==> src/rtl/deintlv_pkg.sv <==
// Shared geometry and index map for the 44-bit stream deinterleaver.
// Optional framing (s_sof / sync_err) is enabled by defining DEINTLV_SYNC_EN.
package deintlv_pkg;

    localparam int ROWS    = 4;
    localparam int COLS    = 11;
    localparam int FRAME_W = ROWS * COLS;
    localparam int CNT_W   = 6;

    localparam logic [CNT_W-1:0] LAST_IDX = CNT_W'(FRAME_W - 1);

    // Received bit n = ROWS*k + j lands on word bit COLS*j + k.
    function automatic logic [CNT_W-1:0] deintlv_idx(input logic [CNT_W-1:0] n);
        int unsigned ni;
        ni = 32'(n);
        return CNT_W'(COLS * (ni % ROWS) + ni / ROWS);
    endfunction

endpackage

==> src/rtl/deinterleaver_44bit_stream_if.sv <==
// Serial-in / word-out bus of the deinterleaver.
// Carries s_sof and sync_err only when DEINTLV_SYNC_EN is defined.
interface deinterleaver_44bit_stream_if;
    import deintlv_pkg::*;

    logic               s_valid;
    logic               s_ready;
    logic               s_bit;
    logic               m_valid;
    logic               m_ready;
    logic [FRAME_W-1:0] m_data;
`ifdef DEINTLV_SYNC_EN
    logic               s_sof;
    logic               sync_err;

    modport master (
        output s_valid, s_bit, s_sof, m_ready,
        input  s_ready, m_valid, m_data, sync_err
    );

    modport slave (
        input  s_valid, s_bit, s_sof, m_ready,
        output s_ready, m_valid, m_data, sync_err
    );
`else
    modport master (
        output s_valid, s_bit, m_ready,
        input  s_ready, m_valid, m_data
    );

    modport slave (
        input  s_valid, s_bit, m_ready,
        output s_ready, m_valid, m_data
    );
`endif

endinterface

==> src/rtl/deinterleaver_44bit_stream_bank.sv <==
// One 44-bit word buffer: single-bit scatter write with synchronous clear.
module deintlv_bank
    import deintlv_pkg::*;
(
    input  logic               clk,
    input  logic               clr,
    input  logic               we,
    input  logic [CNT_W-1:0]   idx,
    input  logic               din,
    output logic [FRAME_W-1:0] q
);

    always_ff @(posedge clk) begin
        if (clr) begin
            q <= '0;
        end else begin
            for (int i = 0; i < FRAME_W; i++) begin
                if (we && idx == CNT_W'(i)) begin
                    q[i] <= din;
                end
            end
        end
    end

endmodule

==> src/rtl/deinterleaver_44bit_stream.sv <==
// Ping-pong serial-to-word deinterleaver feeding the Hamming decoder.
// Define DEINTLV_SYNC_EN to add start-of-frame resync (s_sof) and the sync_err pulse.
module deinterleaver_44bit_stream
    import deintlv_pkg::*;
(
    input logic clk,
    input logic rst,
    deinterleaver_44bit_stream_if.slave bus
);

    logic [1:0]         full;
    logic [1:0]         full_nxt;
    logic               wr_sel;
    logic               rd_sel;
    logic [CNT_W-1:0]   cnt;
    logic [CNT_W-1:0]   cnt_eff;
    logic [CNT_W-1:0]   wr_idx;
    logic               accept;
    logic               rel_word;
    logic               frame_done;
    logic [FRAME_W-1:0] bank_q [2];

    assign bus.s_ready = !full[wr_sel];
    assign bus.m_valid = full[rd_sel];
    assign bus.m_data  = bank_q[rd_sel];

    assign accept   = bus.s_valid && bus.s_ready && !rst;
    assign rel_word = bus.m_valid && bus.m_ready;

`ifdef DEINTLV_SYNC_EN
    logic resync;
    logic sync_err_q;

    // A start-of-frame mid-count abandons the partial frame and restarts at n=0.
    assign resync  = accept && bus.s_sof && (cnt != '0);
    assign cnt_eff = resync ? '0 : cnt;

    always_ff @(posedge clk) begin
        if (rst) begin
            sync_err_q <= 1'b0;
        end else begin
            sync_err_q <= resync;
        end
    end

    assign bus.sync_err = sync_err_q;
`else
    assign cnt_eff = cnt;
`endif

    assign wr_idx     = deintlv_idx(cnt_eff);
    assign frame_done = accept && (cnt_eff == LAST_IDX);

    // Fill and release always target different banks, so both may land together.
    always_comb begin
        full_nxt = full;
        if (frame_done) begin
            full_nxt[wr_sel] = 1'b1;
        end
        if (rel_word) begin
            full_nxt[rd_sel] = 1'b0;
        end
    end

    always_ff @(posedge clk) begin
        if (rst) begin
            cnt    <= '0;
            full   <= '0;
            wr_sel <= 1'b0;
            rd_sel <= 1'b0;
        end else begin
            full <= full_nxt;
            if (accept) begin
                cnt <= frame_done ? '0 : cnt_eff + CNT_W'(1);
            end
            if (frame_done) begin
                wr_sel <= ~wr_sel;
            end
            if (rel_word) begin
                rd_sel <= ~rd_sel;
            end
        end
    end

    for (genvar b = 0; b < 2; b++) begin : g_bank
        deintlv_bank u_bank (
            .clk (clk),
            .clr (rst),
            .we  (accept && (wr_sel == 1'(b))),
            .idx (wr_idx),
            .din (bus.s_bit),
            .q   (bank_q[b])
        );
    end

endmodule
==> src/flat_wrapper.sv <==
// flat-port wrapper written by rule: the top's interface ports become plain ports
module deinterleaver_44bit_stream_flat import deintlv_pkg::*;
  (clk, rst, bus_s_valid, bus_s_bit, bus_m_ready, bus_s_ready, bus_m_valid, bus_m_data);
  deinterleaver_44bit_stream_if bus_i ();
  input logic clk;
  input logic rst;
  input wire logic [$bits(bus_i.s_valid)-1:0] bus_s_valid;
  input wire logic [$bits(bus_i.s_bit)-1:0] bus_s_bit;
  input wire logic [$bits(bus_i.m_ready)-1:0] bus_m_ready;
  output wire logic [$bits(bus_i.s_ready)-1:0] bus_s_ready;
  output wire logic [$bits(bus_i.m_valid)-1:0] bus_m_valid;
  output wire logic [$bits(bus_i.m_data)-1:0] bus_m_data;
  assign bus_i.s_valid = bus_s_valid;
  assign bus_i.s_bit = bus_s_bit;
  assign bus_i.m_ready = bus_m_ready;
  assign bus_s_ready = bus_i.s_ready;
  assign bus_m_valid = bus_i.m_valid;
  assign bus_m_data = bus_i.m_data;
  deinterleaver_44bit_stream u_core (.clk(clk), .rst(rst), .bus(bus_i));
endmodule
==> config.mk <==
export PLATFORM = sky130hd
export DESIGN_NAME = deinterleaver_44bit_stream_flat
export DESIGN_NICKNAME = d
export VERILOG_FILES = /design/src/rtl/deintlv_pkg.sv /design/src/rtl/deinterleaver_44bit_stream_if.sv /design/src/rtl/deinterleaver_44bit_stream_bank.sv /design/src/rtl/deinterleaver_44bit_stream.sv /design/src/flat_wrapper.sv
export SDC_FILE = /design/constraint.sdc
export NUM_CORES = 1
export LEC_CHECK = 0
export CAP_MARGIN = 10
export CORE_MARGIN = 5
export CORE_UTILIZATION = 57
export DETAILED_ROUTE_END_ITERATION = 7
export GPL_TIMING_DRIVEN = 0
export PLACE_DENSITY = 0.79
export SLEW_MARGIN = 20
export SYNTH_ARGS = -nofsm -noshare
export SYNTH_HDL_FRONTEND = slang
export SYNTH_SLANG_ARGS = --single-unit
==> constraint.sdc <==
create_clock -name clk -period 3.75 [get_ports clk]
set_clock_uncertainty 0.05 [all_clocks]
set_input_delay 0.9375 -clock clk [delete_from_list [all_inputs] [get_ports clk]]
set_output_delay 0.9375 -clock clk [all_outputs]
set_load 0.02 [all_outputs]
== Word level (Yosys, flattened, before mapping) ==
Index checks and enable logic that the tools add are counted.

* Add/sub/neg operators: 2
* $mul: 1
* $lt $le $gt $ge: 5
* Equal/unequal tests: 44
* Muxes and demuxes: 14
* Bitwise gates (word level): 6
* Reductions and logical operators: 99

{| class="wikitable"
|+ Operators with widths
! kind !! count
|-
| two-way mux 44 bit || 3
|-
| == test 6 x 5 -> 1 bit (second input constant) || 16
|-
| logical AND 1 bit || 96
|-
| == test 6 bit (second input constant) || 13
|-
| == test 6 x 4 -> 1 bit (second input constant) || 8
|-
| == test 6 x 3 -> 1 bit (second input constant) || 4
|-
| == test 6 x 2 -> 1 bit (second input constant) || 2
|-
| adder 6 x 1 -> 6 bit (second input constant) || 1
|-
| adder 6 x 4 -> 6 bit || 1
|-
| == test 6 x 1 -> 1 bit (second input constant) || 1
|-
| logical NOT 6 bit || 1
|-
| multiplier 4 x 2 -> 6 bit (first input constant) || 1
|-
| two-way mux 1 bit || 6
|-
| two-way mux 6 bit || 1
|-
| < comparator 1 x 2 -> 1 bit (second input constant) || 2
|-
| two-way mux 2 bit || 2
|-
| bitwise AND 2 bit || 1
|-
| demux 1 bit (select 1 bit) || 2
|-
| greater-or-equal comparator 1 bit (second input constant) || 2
|-
| greater-or-equal comparator 2 bit (second input constant) || 1
|-
| logical NOT 1 bit || 2
|-
| inverter 1 bit || 2
|-
| inverter 1 -> 2 bit || 1
|-
| inverter 2 bit || 1
|-
| bitwise OR 2 bit || 1
|}

* Bits in registers: 98
* Input bits: 5
* Output and inout port bits: 46
* Word-level logic and storage cells: 263

== Logic depth before layout (Yosys ltp) ==
* Word-level depth: 9
* Depth in mapped cells: 11
* Depth with buffers taken out: 10

== Hierarchy ==
Synthesis repeated with hierarchy kept, for this count alone.

* Cell total of the unflattened synthesis: 552
* Area, all modules: 5536.6 µm²

{| class="wikitable"
|+ By module, submodules not included
! module !! instances !! cells an instance !! area each (µm²)
|-
| deintlv_bank || 2 || 215 || 2167.1
|-
| deinterleaver_44bit_stream || 1 || 122 || 1202.4
|}

== Worst setup path after synthesis ==
OpenSTA, ideal clock, no wires.

* Path kind: register to register
* From: register u_core.cnt[0]
* To: register u_core.g_bank[0].u_bank.q[0]
* Setup time: 0.143 ns
* Data arrival time: 2.954 ns
* Data required time: 3.557 ns
* Setup slack: 0.602 ns
* Cell stages (with the launch flop): 12
* Clock period less this slack: 3.148 ns
* Cells stage by stage: dfxtp_1 inv_1 fa_1 inv_1 ha_1 fa_1 nor2b_2 a32oi_4 or3_1 nor2_1 buf_4 a211oi_2

* Word-level cells in the longest chain between the ends: 4

{| class="wikitable"
|+ RTL lines
! what !! RTL line !! RTL
|-
| from (decl) || deinterleaver_44bit_stream.sv:15 || <nowiki>logic [CNT_W-1:0] cnt;</nowiki>
|-
| from (signal assigned) || deinterleaver_44bit_stream.sv:74 || <nowiki>cnt <= frame_done ? '0 : cnt_eff + CNT_W'(1);</nowiki>
|-
| multiplier 4 x 2 -> 6 bit || deintlv_pkg.sv:16 || <nowiki>return CNT_W'(COLS * (ni % ROWS) + ni / ROWS);</nowiki>
|-
| adder 6 x 4 -> 6 bit || deintlv_pkg.sv:16 ||
|-
| logical NOT 6 bit || deinterleaver_44bit_stream_bank.sv:18 || <nowiki>if (we && idx == CNT_W'(i)) begin</nowiki>
|-
| logical AND 1 bit || deinterleaver_44bit_stream_bank.sv:18 ||
|-
| to (signal, indexed assignment) || deinterleaver_44bit_stream_bank.sv:19 || <nowiki>q[i] <= din;</nowiki>
|-
| to (decl) || deinterleaver_44bit_stream_bank.sv:10 || <nowiki>output logic [FRAME_W-1:0] q</nowiki>
|}

No other way between the ends.
A chain may end at the register's enable or synchronous reset.

== Worst setup path after layout ==
* From: register u_core.rd_sel
* To: output bus_m_data[40]

* Word-level cells in the longest chain between the ends: 4

{| class="wikitable"
|+ RTL lines
! what !! RTL line !! RTL
|-
| from (decl) || deinterleaver_44bit_stream.sv:14 || <nowiki>logic rd_sel;</nowiki>
|-
| from (signal assigned) || deinterleaver_44bit_stream.sv:80 || <nowiki>rd_sel <= ~rd_sel;</nowiki>
|-
| inverter 1 -> 2 bit (not written as such) || deinterleaver_44bit_stream.sv:25 || <nowiki>assign bus.m_data = bank_q[rd_sel];</nowiki>
|-
| two-way mux 44 bit (not written as such) (3 in series) || deinterleaver_44bit_stream.sv:25 ||
|-
| to (decl) || flat_wrapper.sv:12 || <nowiki>output wire logic [$bits(bus_i.m_data)-1:0] bus_m_data;</nowiki>
|}

No other way between the ends. The select of a mux whose other input is x is not followed.

==> flow_summary.yaml <==
grt:
  grt_pass1_wl_mm: 22.4
  grt_pass1_vias: 4405
  grt.overflow.total: 0
  gr-usage-all-layers_pct: 27.0
  antenna_found_initial: 0
  grt_max_degree: 18
timing:
  fin_tns_setup_ns: 0
  fmax_mhz: 273
  drv_slew: 0
  period_needed_ns: 3.66
  finalHoldWorstSlack_ns: 0.474
  worst_slack_ns: 0.0882
  period_share_pct: 97.6
  setup_viol: 0
  hold_viol: 0
  rsz0062_at_grt: "yes"
  worst-slew-pin-transition_ns: 0.792
  relSlewSlack_pct: 46.8
layout:
  drive_above_1_share_pct: 23.5
  layout.nets: 571
  regArea_um2: 1960
  multi_input_area_um2: 2670
  insertedDiodeCount: 0
  areaGrowthSynthToFinish_pct: 16.6
  fillers: 703
  final_area_um2: 5750
clock_tree:
  clk_pin_slew_ns: 0.11
  root_buffer: "clkbuf_8"
  cts_sinks: 98
  htree_num_levels: 3
  cts-buffers-inserted: 9
  tritoncts: "built"
  cts_max_path_buffers: 2
  ctsHoldBuffers: 0
  worstSkewPairLatency_ns: 0.38
logic_synthesis:
  synth_top_area_cell: "dfxtp_1"
  synth_sequential_area_ratio_pct: 39.8
  ys_ff_latch: 98
  syn-num-nets: 511
  netlist_instances: 496
  synth_area_leaders: "dfxtp_1, mux2_2, a31oi_1"
  synth_edf_count: 0
  avgSynthCellArea_um2: 9.94
  yosys.cell_types.count: 49
  synthFlopType: "dfxtp_1"
  synthDominantCellAreaShare_pct: 39.8
  ys_async_sr_fraction_pct: 0
  ys.warnings.count: 0
  netlist_area_um2: 4930
placed_design:
  pre_cts_ws_ns: 0.215
  dpl_cell_area_um2: 5560
  gp_congestion: 0.976
  io_buffers: 49
  dpl.hpwl_mm: 10.1
floorplanning:
  dieHeight_um: 103
  start_util_pct: 57.4
  num_rows: 34
  dieArea_um2: 10600
  io_pins: 51
  die_w_um: 103
  coreArea_um2: 8590
worst_setup_path:
  start_kind: "register"
  r2r_slack_ns: 0.15
  crit_required_ns: 2.76
  crit_type: "register to output port"
  crit_fanout: 10
  critPathArrivalTime_ns: 2.67
  crit_path_end_kind: "output port"
pwr:
  pwr_density_cell_nw_per_um2: 335
  switchingPower_uw: 556
  ir_worst_vdd_uv: 180
  p_clk_share_pct: 35.3
  power_frac_comb_pct: 10.1
  p_seq_share_pct: 54.5
  p_sw_share_pct: 28.9
  p_int_uw: 1370
  p_leak_uw: 0.00195
drt:
  drc: 0
  wirelength_mm: 14.1
  vias: 4515
  drt_first_iter_violations: 357
  antenna_left: 0
  drt_first_pass_iters: 5
  wl_per_cell_um: 21.0
  viasPerCell: 6.75
min_path:
  hold_path.class: "register to register"
job:
  drv_cap: 0
status:
  status: "finished, final reports clean"
final timing paths:
kind | from | end | depth (start not counted)
max reg2reg | u_core.cnt[0]$_SDFFE_PP0N_ | u_core.g_bank[1].u_bank.q[39]$_SDFFE_PP0P_ | 11
min | u_core.g_bank[0].u_bank.q[12]$_SDFFE_PP0P_ | u_core.g_bank[0].u_bank.q[12]$_SDFFE_PP0P_ | 2
min reg2reg | u_core.g_bank[0].u_bank.q[12]$_SDFFE_PP0P_ | u_core.g_bank[0].u_bank.q[12]$_SDFFE_PP0P_ | 2
max | u_core.rd_sel$_SDFFE_PP0P_ | bus_m_data[40] | 4
synthesized netlist by cell type, types with 5 or more instances:
cell / count
mux2_2: 46
ha_1: 8
a31oi_1: 61
a311oi_1: 33
a211oi_2: 10
clkbuf_1: 23
nor2_1: 18
nor4_4: 5
a211oi_1: 45
inv_1: 8
buf_2: 25
nand2_1: 7
dfxtp_1: 98
nor3_1: 16
a21oi_1: 33
metal layers:
layer,vias to the layer above,wire length (um),GRT usage [%]
met1,2174,5820,36.6
met5,-,0,0
met4,0,477,12.3
li1,2057,-,-
met3,49,1160,4.06
met2,235,6600,42.6
power groups by stage:
stage | clock network, uW | registers (uW) | logic, uW
floorplan | 0 | 1070 | 134
global placement | 0 | 1070 | 185
finish | 680 | 1050 | 195
global route | 721 | 1050 | 209
detailed placement | 0 | 1070 | 190
CTS | 674 | 1050 | 191
metrics by stage:
stage,cells,total power (uW),util (%)
5_1_grt,669,1980,66.9
3_3_place_gp,653,1260,64.6
6_report,669,1930,66.9
2_1_floorplan,496,1210,-
3_5_place_dp,653,1260,64.6
4_1_cts,669,1920,66.8
sequential cells by signal, summed over array words and instances (netlist names):
signal / count
u_core.wr_sel: 1
u_core.g_bank.u_bank.q: 88
u_core.full: 2
u_core.cnt: 6
u_core.rd_sel: 1
cells in the final DEF, fill, tap and decap left out, drive strengths merged, types with 3 or more instances in the layout:
cell type,n
a211oi,55
clkdlybuf4s50,49
ha,8
a31oi,61
a21oi,34
clkbuf,33
nor2b,5
nor3,18
nor2,22
nor4,7
or3,3
nand2,7
buf,33
mux2,46
dfxtp,98
nand2b,4
xor2,4
a311oi,33
inv,11
or2,3
nand3,3
worst max-delay path, stage by stage, from the launching register on:
cell             delay, ns
dfxtp_1               0.35
buf_1                 0.56
buf_2                 0.43
mux2_2                0.40
clkdlybuf4s50_1       0.54
logic make-up after synthesis:
| family | share of synthesized area (%) |
|---|---|
| flip-flops | 39.8 |
| adder cells (fa/ha/maj) | 2.84 |
| AO/OA/AOI/OAI | 28.0 |
| buffers and inverters | 6.12 |
| multiplexers | 10.5 |
| XOR/XNOR | 1.22 |
| AND/OR/NAND/NOR | 11.5 |
what timing repair did:
action / in CTS / in global routing
gates resized for setup: 2 / 6
setup endpoints to repair: 18 / 25
setup buffers: 0 / 0
pin swaps: 0 / 0
area by class of cell:
cell class	instances	share of cell area (%)
repair buffers	49	8.53
clock inverters	6	0.849
flip-flops and latches	98	34.1
clock buffers	10	2.39
plain buffers	56	4.85
well taps	108	2.35
inverters	8	0.522
multi-input cells	334	46.4
Note: power is estimated with default switching activity, not from simulation.
